<file path="src/rtl/hazard_scoreboard.sv">
// hazard_scoreboard
//   Tracks in-flight long-latency writers (loads, multiplies) in a small
//   scoreboard of countdown slots. It stalls the ID instruction on a source
//   match against a pending destination, or when a writer finds no free slot.
//
// Ports
//   clk_i          rising-edge clock
//   rst_i          synchronous active-low reset
//   id_valid_i     ID holds a real instruction
//   id_rs_addr_i   ID source 1 address       id_rs_used_i  source 1 is read
//   id_rt_addr_i   ID source 2 address       id_rt_used_i  source 2 is read
//   id_rd_addr_i   ID destination address
//   id_kind_i      00 ALU/none, 01 load, 10 multiply, 11 treated as 00
//   flush_i        ID instruction squashed this cycle
//   select_o       1 = insert bubble into ID_EX
//   PC_write_o     0 = hold PC
//   IF_ID_write_o  0 = hold IF_ID
//   full_o         every slot is valid
//   stall_cnt_o    saturating count of stall cycles
module hazard_scoreboard #(
  parameter int REG_AW   = 5,
  parameter int ENTRIES  = 4,
  parameter int LOAD_LAT = 1,
  parameter int MUL_LAT  = 3,
  parameter int CNT_W    = 16
) (
  input  logic              clk_i,
  input  logic              rst_i,
  input  logic              id_valid_i,
  input  logic [REG_AW-1:0] id_rs_addr_i,
  input  logic [REG_AW-1:0] id_rt_addr_i,
  input  logic              id_rs_used_i,
  input  logic              id_rt_used_i,
  input  logic [REG_AW-1:0] id_rd_addr_i,
  input  logic [1:0]        id_kind_i,
  input  logic              flush_i,
  output logic              select_o,
  output logic              PC_write_o,
  output logic              IF_ID_write_o,
  output logic              full_o,
  output logic [CNT_W-1:0]  stall_cnt_o
);

  localparam logic [2:0] LOAD_CNT = 3'(LOAD_LAT);
  localparam logic [2:0] MUL_CNT  = 3'(MUL_LAT);

  logic [ENTRIES-1:0] valid_q, valid_d;
  logic [REG_AW-1:0]  rd_q  [ENTRIES];
  logic [REG_AW-1:0]  rd_d  [ENTRIES];
  logic [2:0]         cnt_q [ENTRIES];
  logic [2:0]         cnt_d [ENTRIES];
  logic [CNT_W-1:0]   stall_cnt_q, stall_cnt_d;

  logic               id_live;
  logic               is_load, is_mul, is_wr;
  logic               haz, shaz, stall, issue, full;
  logic [ENTRIES-1:0] alloc_oh;
  logic               found;

  always_comb begin
    id_live = id_valid_i & ~flush_i;
    is_load = (id_kind_i == 2'b01);
    is_mul  = (id_kind_i == 2'b10);
    is_wr   = is_load | is_mul;
    full    = &valid_q;

    // x0 never matches: a zero source address is ignored outright.
    haz = 1'b0;
    for (int i = 0; i < ENTRIES; i++) begin
      if (valid_q[i] &&
          ((rd_q[i] == id_rs_addr_i && id_rs_used_i && |id_rs_addr_i) ||
           (rd_q[i] == id_rt_addr_i && id_rt_used_i && |id_rt_addr_i)))
        haz = 1'b1;
    end
    haz   = haz & id_live;
    shaz  = id_live & is_wr & (|id_rd_addr_i) & full;
    stall = haz | shaz;
    issue = id_live & ~stall & is_wr & (|id_rd_addr_i);

    // Lowest free slot, judged on cycle-start state, so a slot expiring at
    // this edge cannot be reused until the following cycle.
    alloc_oh = '0;
    found    = 1'b0;
    for (int i = 0; i < ENTRIES; i++) begin
      if (!valid_q[i] && !found) begin
        alloc_oh[i] = 1'b1;
        found       = 1'b1;
      end
    end

    for (int i = 0; i < ENTRIES; i++) begin
      valid_d[i] = valid_q[i];
      rd_d[i]    = rd_q[i];
      cnt_d[i]   = cnt_q[i];
      if (issue && alloc_oh[i]) begin
        valid_d[i] = 1'b1;
        rd_d[i]    = id_rd_addr_i;
        cnt_d[i]   = is_load ? LOAD_CNT : MUL_CNT;
      end else if (valid_q[i]) begin
        if (cnt_q[i] == 3'd1)
          valid_d[i] = 1'b0;
        cnt_d[i] = cnt_q[i] - 3'd1;
      end
    end

    stall_cnt_d = stall_cnt_q;
    if (stall && !(&stall_cnt_q))
      stall_cnt_d = stall_cnt_q + 1'b1;
  end

  always_ff @(posedge clk_i) begin
    if (!rst_i) begin
      valid_q     <= '0;
      stall_cnt_q <= '0;
    end else begin
      valid_q     <= valid_d;
      stall_cnt_q <= stall_cnt_d;
    end
  end

  // Payload fields are only meaningful while the matching valid bit is set.
  always_ff @(posedge clk_i) begin
    for (int i = 0; i < ENTRIES; i++) begin
      rd_q[i]  <= rd_d[i];
      cnt_q[i] <= cnt_d[i];
    end
  end

  assign select_o      = rst_i & stall;
  assign PC_write_o    = ~(rst_i & stall);
  assign IF_ID_write_o = ~(rst_i & stall);
  assign full_o        = full;
  assign stall_cnt_o   = stall_cnt_q;

endmodule

</file>
<file path="config.mk">
export PLATFORM = sky130hd
export DESIGN_NAME = hazard_scoreboard
export DESIGN_NICKNAME = d
export VERILOG_FILES = /design/src/rtl/hazard_scoreboard.sv
export SDC_FILE = /design/constraint.sdc
export NUM_CORES = 1
export LEC_CHECK = 0
export ABC_AREA = 0
export ABC_CLOCK_PERIOD_IN_PS = 3600
export CAP_MARGIN = 20
export CORE_UTILIZATION = 55
export DETAILED_ROUTE_END_ITERATION = 16
export HOLD_SLACK_MARGIN = 0.02
export PLACE_DENSITY_LB_ADDON = 0.08
export SETUP_SLACK_MARGIN = 0.4
export SLEW_MARGIN = 20
export SYNTH_ARGS = -nofsm -noshare
export SYNTH_HDL_FRONTEND = slang
export SYNTH_SLANG_ARGS = --single-unit
</file>
<file path="constraint.sdc">
create_clock -name clk_i -period 3.6 [get_ports clk_i]
set_clock_uncertainty 0.15 [all_clocks]
set_input_delay 0.72 -clock clk_i [delete_from_list [all_inputs] [get_ports clk_i]]
set_output_delay 0.72 -clock clk_i [all_outputs]
set_load 0.01 [all_outputs]
</file>
==> summary.md <==
| Metric | Value |
|---|---|
| Chip Height | `76.3 um` |
| Arrival time of data at the critical path endpoint | `2280 ps` |
| Maximum clock frequency | `317 MHz` |
| Avg Synthesized Cell Area | `9.78 um2` |
| Headroom to the max-slew limit | `0.654` |
| Routed via count divided by cell count | `5.56` |
| CP Max Fanout | `5` |
| Total number of yosys warnings | `0` |
| Areal power density over the cells | `301 mW/mm2` |
| Num rows | `26` |
| Number of optimization iterations in the first detailed-route pass | `4` |
| Max-slew violation count | `0` |
| Ranking of synthesized cells by area | `sky130_fd_sc_hd__edfxtp_1 24%, sky130_fd_sc_hd__dfxtp_1 18%, sky130_fd_sc_hd__xor2_1 6.1%` |
| Power Total | `1.14 mW` |
| Max-cap violations | `0` |
| IR drop worst, VDD | `191 uV` |
| Post-route non-filler standard cell count | `438` |
| Port buffer count | `42` |
| H-tree depth | `2` |
| Diodes inserted | `0` |
| Min-delay worst type | `register to register` |
| Die Width | `76.3 um` |
| Root Buffer | `sky130_fd_sc_hd__clkbuf_8` |
| Capturing element type of the critical path | `output port` |
| Most used cell, CP | `sky130_fd_sc_hd__buf_2` |
| Cell type with the highest aggregate area in the netlist | `sky130_fd_sc_hd__edfxtp_1` |
| Syn nets | `343` |
| Critical setup path kind | `input port to output port` |
| Fraction of the cycle the final worst path needs | `0.876` |
| Unique masters post-synth | `46` |
| Number of nets at the end of the flow | `400` |
| Initial core utilization | `0.583` |
| First-pass GRT wire length | `11,700 um` |
| Count of buffering cells on the critical path with inverters included | `2` |
| Area share of the largest cell type after synthesis | `0.238` |
| P_leak | `1.52 nW` |
| Area post-placement | `0.00361 mm2` |
| Total congestion overflow | `0` |
| Critical Path Slowest Stage Cell | `sky130_fd_sc_hd__nor4_1` |
| Layout Cell Area excl Fill | `0.00378 mm2` |
| Number of setup violations in the final report | `0` |
| Crit path max-delay family | `simple AND/OR/NAND/NOR gates` |
| Count of mapped cells out of synthesis | `310` |
| RSZ-0062 raised after global routing | `true` |
| Floorplan Core Area | `0.00520 mm2` |
| Number of placed instances with taps included | `427` |
| Data required time of the critical path | `2730 ps` |
| Clk pin slew, worst setup/hold paths | `90 ps` |
| Ys async rst share | `0` |
| Initial DRC count | `179` |
| Detailed Place HPWL | `5280 um` |
| Number of global-route vias before repair | `2,351` |
| Remaining design rule violation count | `0` |
| Number of synthesized flops with an enable pin | `24` |
| Worst setup slack after placement | `-423 ps` |
| Cell chain of the critical path | `buf_2 -> xor2_1 -> nor4_1 -> and3_1 -> nor4_4 -> o22ai_2 -> nor2b_4 -> o21a_1 -> buf_2` |
| Clock tree from TritonCTS | `yes` |
| TritonCTS sink count | `52` |
| CP startpoint kind | `input port` |
| Slew @ Worst Pin | `518 ps` |
| Maximum clock path buffer count | `2` |
| Overall fraction of global-route tracks in use | `0.257` |
| Area of the die | `0.00582 mm2` |
| Initial antenna violation count | `0` |
| Final routed wire length divided by cell count | `16.6 um` |
| Count of fill cells added during filler insertion | `401` |
| Worst-case setup margin in the final layout | `448 ps` |
| Run status | `finished clean` |
| Most used DFF post-synth | `sky130_fd_sc_hd__dfxtp_1` |
| Final Wtd Congestion | `0.880` |
| Post-synthesis register bit count | `52` |
| Number of failing hold endpoints at the final stage | `0` |
| Pin count of the biggest net entering global routing | `27` |
| TritonCTS Buffers | `5` |
| Routed via count | `2,436` |
| Final Critical Period | `3150 ps` |
| Worst stage delay on the critical path | `270 ps` |
| Clock latency reported for the late side of the worst-skew pair | `300 ps` |
| Layout cells sized above 1 | `0.220` |
| I/O pin count | `43` |
| Overall routed net length | `7250 um` |
| Syn-to-layout area delta | `24.6%` |
| Total negative slack | `0 ps` |
| Syn Std Cell Area | `0.00303 mm2` |
| Post-route antenna net violation count | `0` |
| Sequential share of the synthesized area | `0.422` |
## state kept, by name, indices dropped and copies added (netlist names)
signal       cells
rd_q            20
cnt_q           12
stall_cnt_o     16
valid_q          4
## timing repair
item                                    in CTS  in global routing
setup buffers                                1                  2
pin swaps                                   15                  9
gates resized for setup                     64                 21
hold buffers                                 0                  0
gates cloned                                 0                  0
endpoints found under the setup margin      15                  3
## logic make-up after synthesis
group	after synthesis	share of synthesized area
and+or+nand+nor	114	0.213
DFF	52	0.422
AOI/OAI and AO/OA	43	0.102
xor gates and xnor gates	41	0.118
buffers and inverters	39	0.0660
muxes	11	0.0363
adders and majority gates	10	0.0413
## report_power, final
group | leakage, nW | switching (mW) | total [mW] | internal [mW]
clock | 0.0453 | 0.183 | 0.315 | 0.132
sequential | 0.450 | 0.0218 | 0.664 | 0.642
combinational | 1.02 | 0.0812 | 0.160 | 0.0787
## final cells by class
class,instances,area (um2),area share
Multi-Input combinational cell,219,1660,0.439
Sequential cell,52,1280,0.339
Timing Repair Buffer,72,604,0.160
Tap cell,70,87.6,0.0232
Clock buffer,5,68.8,0.0182
Inverter,17,63.8,0.0169
Clock inverter,3,13.8,0.00364
## synthesized netlist by cell type (3+ instances only)
cell type and count:
sky130_fd_sc_hd__buf_4 7, sky130_fd_sc_hd__ha_1 10, sky130_fd_sc_hd__xnor2_1 20, sky130_fd_sc_hd__buf_2 4, sky130_fd_sc_hd__nor3_1 9, sky130_fd_sc_hd__inv_1 16
sky130_fd_sc_hd__and4_1 5, sky130_fd_sc_hd__clkbuf_1 8, sky130_fd_sc_hd__nor2_1 10, sky130_fd_sc_hd__o221a_2 4, sky130_fd_sc_hd__edfxtp_1 24, sky130_fd_sc_hd__dfxtp_1 28
sky130_fd_sc_hd__nand2b_1 18, sky130_fd_sc_hd__nand2_1 23, sky130_fd_sc_hd__xor2_1 21, sky130_fd_sc_hd__o21ai_0 11, sky130_fd_sc_hd__or4_1 5, sky130_fd_sc_hd__nor4_1 4
sky130_fd_sc_hd__or2_2 3, sky130_fd_sc_hd__buf_6 3, sky130_fd_sc_hd__nand3_1 9, sky130_fd_sc_hd__nand4_1 11, sky130_fd_sc_hd__mux2i_1 11, sky130_fd_sc_hd__a21oi_1 9
sky130_fd_sc_hd__and3_1 10
## routing by layer
| metal | up-vias | track usage | part of all wire |
|---|---|---|---|
| met2 | 61 | 0.411 | 0.47 |
| met3 | 17 | 0.0491 | 0.044 |
| met4 | 0 | 0.0923 | 0.024 |
| met1 | 1146 | 0.346 | 0.46 |
| met5 | - | 0 | 0 |
| li1 | 1212 | - | - |
## through the flow
| step | hold slack [ps] | util |
|---|---|---|
| floorplan | 284 | - |
| global placement | 301 | 0.694 |
| detailed placement | 308 | 0.694 |
| CTS | 321 | 0.711 |
| global route | 336 | 0.726 |
| finish | 319 | 0.726 |
## layout by cell type (no fill, tap or decap), types with 5 or more instances in the layout
cell type	instances
sky130_fd_sc_hd__xnor2_1	18
sky130_fd_sc_hd__clkbuf_8	5
sky130_fd_sc_hd__xor2_1	19
sky130_fd_sc_hd__buf_4	30
sky130_fd_sc_hd__dfxtp_1	28
sky130_fd_sc_hd__edfxtp_1	24
sky130_fd_sc_hd__inv_1	16
sky130_fd_sc_hd__and4_1	5
sky130_fd_sc_hd__a21oi_1	9
sky130_fd_sc_hd__nand2b_1	18
sky130_fd_sc_hd__and3_1	9
sky130_fd_sc_hd__mux2i_1	11
sky130_fd_sc_hd__clkdlybuf4s50_1	26
sky130_fd_sc_hd__nor3_1	5
sky130_fd_sc_hd__nand4_1	11
sky130_fd_sc_hd__ha_1	10
sky130_fd_sc_hd__o21ai_0	8
sky130_fd_sc_hd__buf_2	10
sky130_fd_sc_hd__nor2_1	10
sky130_fd_sc_hd__nand2_1	23
sky130_fd_sc_hd__nand3_1	9
## worst paths after layout
| path | start | endpoint | slack, ps | cells after the start |
|---|---|---|---|---|
| hold reg to reg | cnt_q[0][2]$_SDFFE_PP0P_ | cnt_q[0][2]$_SDFFE_PP0P_ | 320 | 1 |
| setup reg to reg | rd_q[1][3]$_DFFE_PP_ | rd_q[2][3]$_DFFE_PP_ | 820 | 9 |
| setup / recovery | id_rt_addr_i[2] | select_o | 450 | 9 |
| hold / removal | cnt_q[0][2]$_SDFFE_PP0P_ | cnt_q[0][2]$_SDFFE_PP0P_ | 320 | 1 |
(Power assumes the default switching activity.)
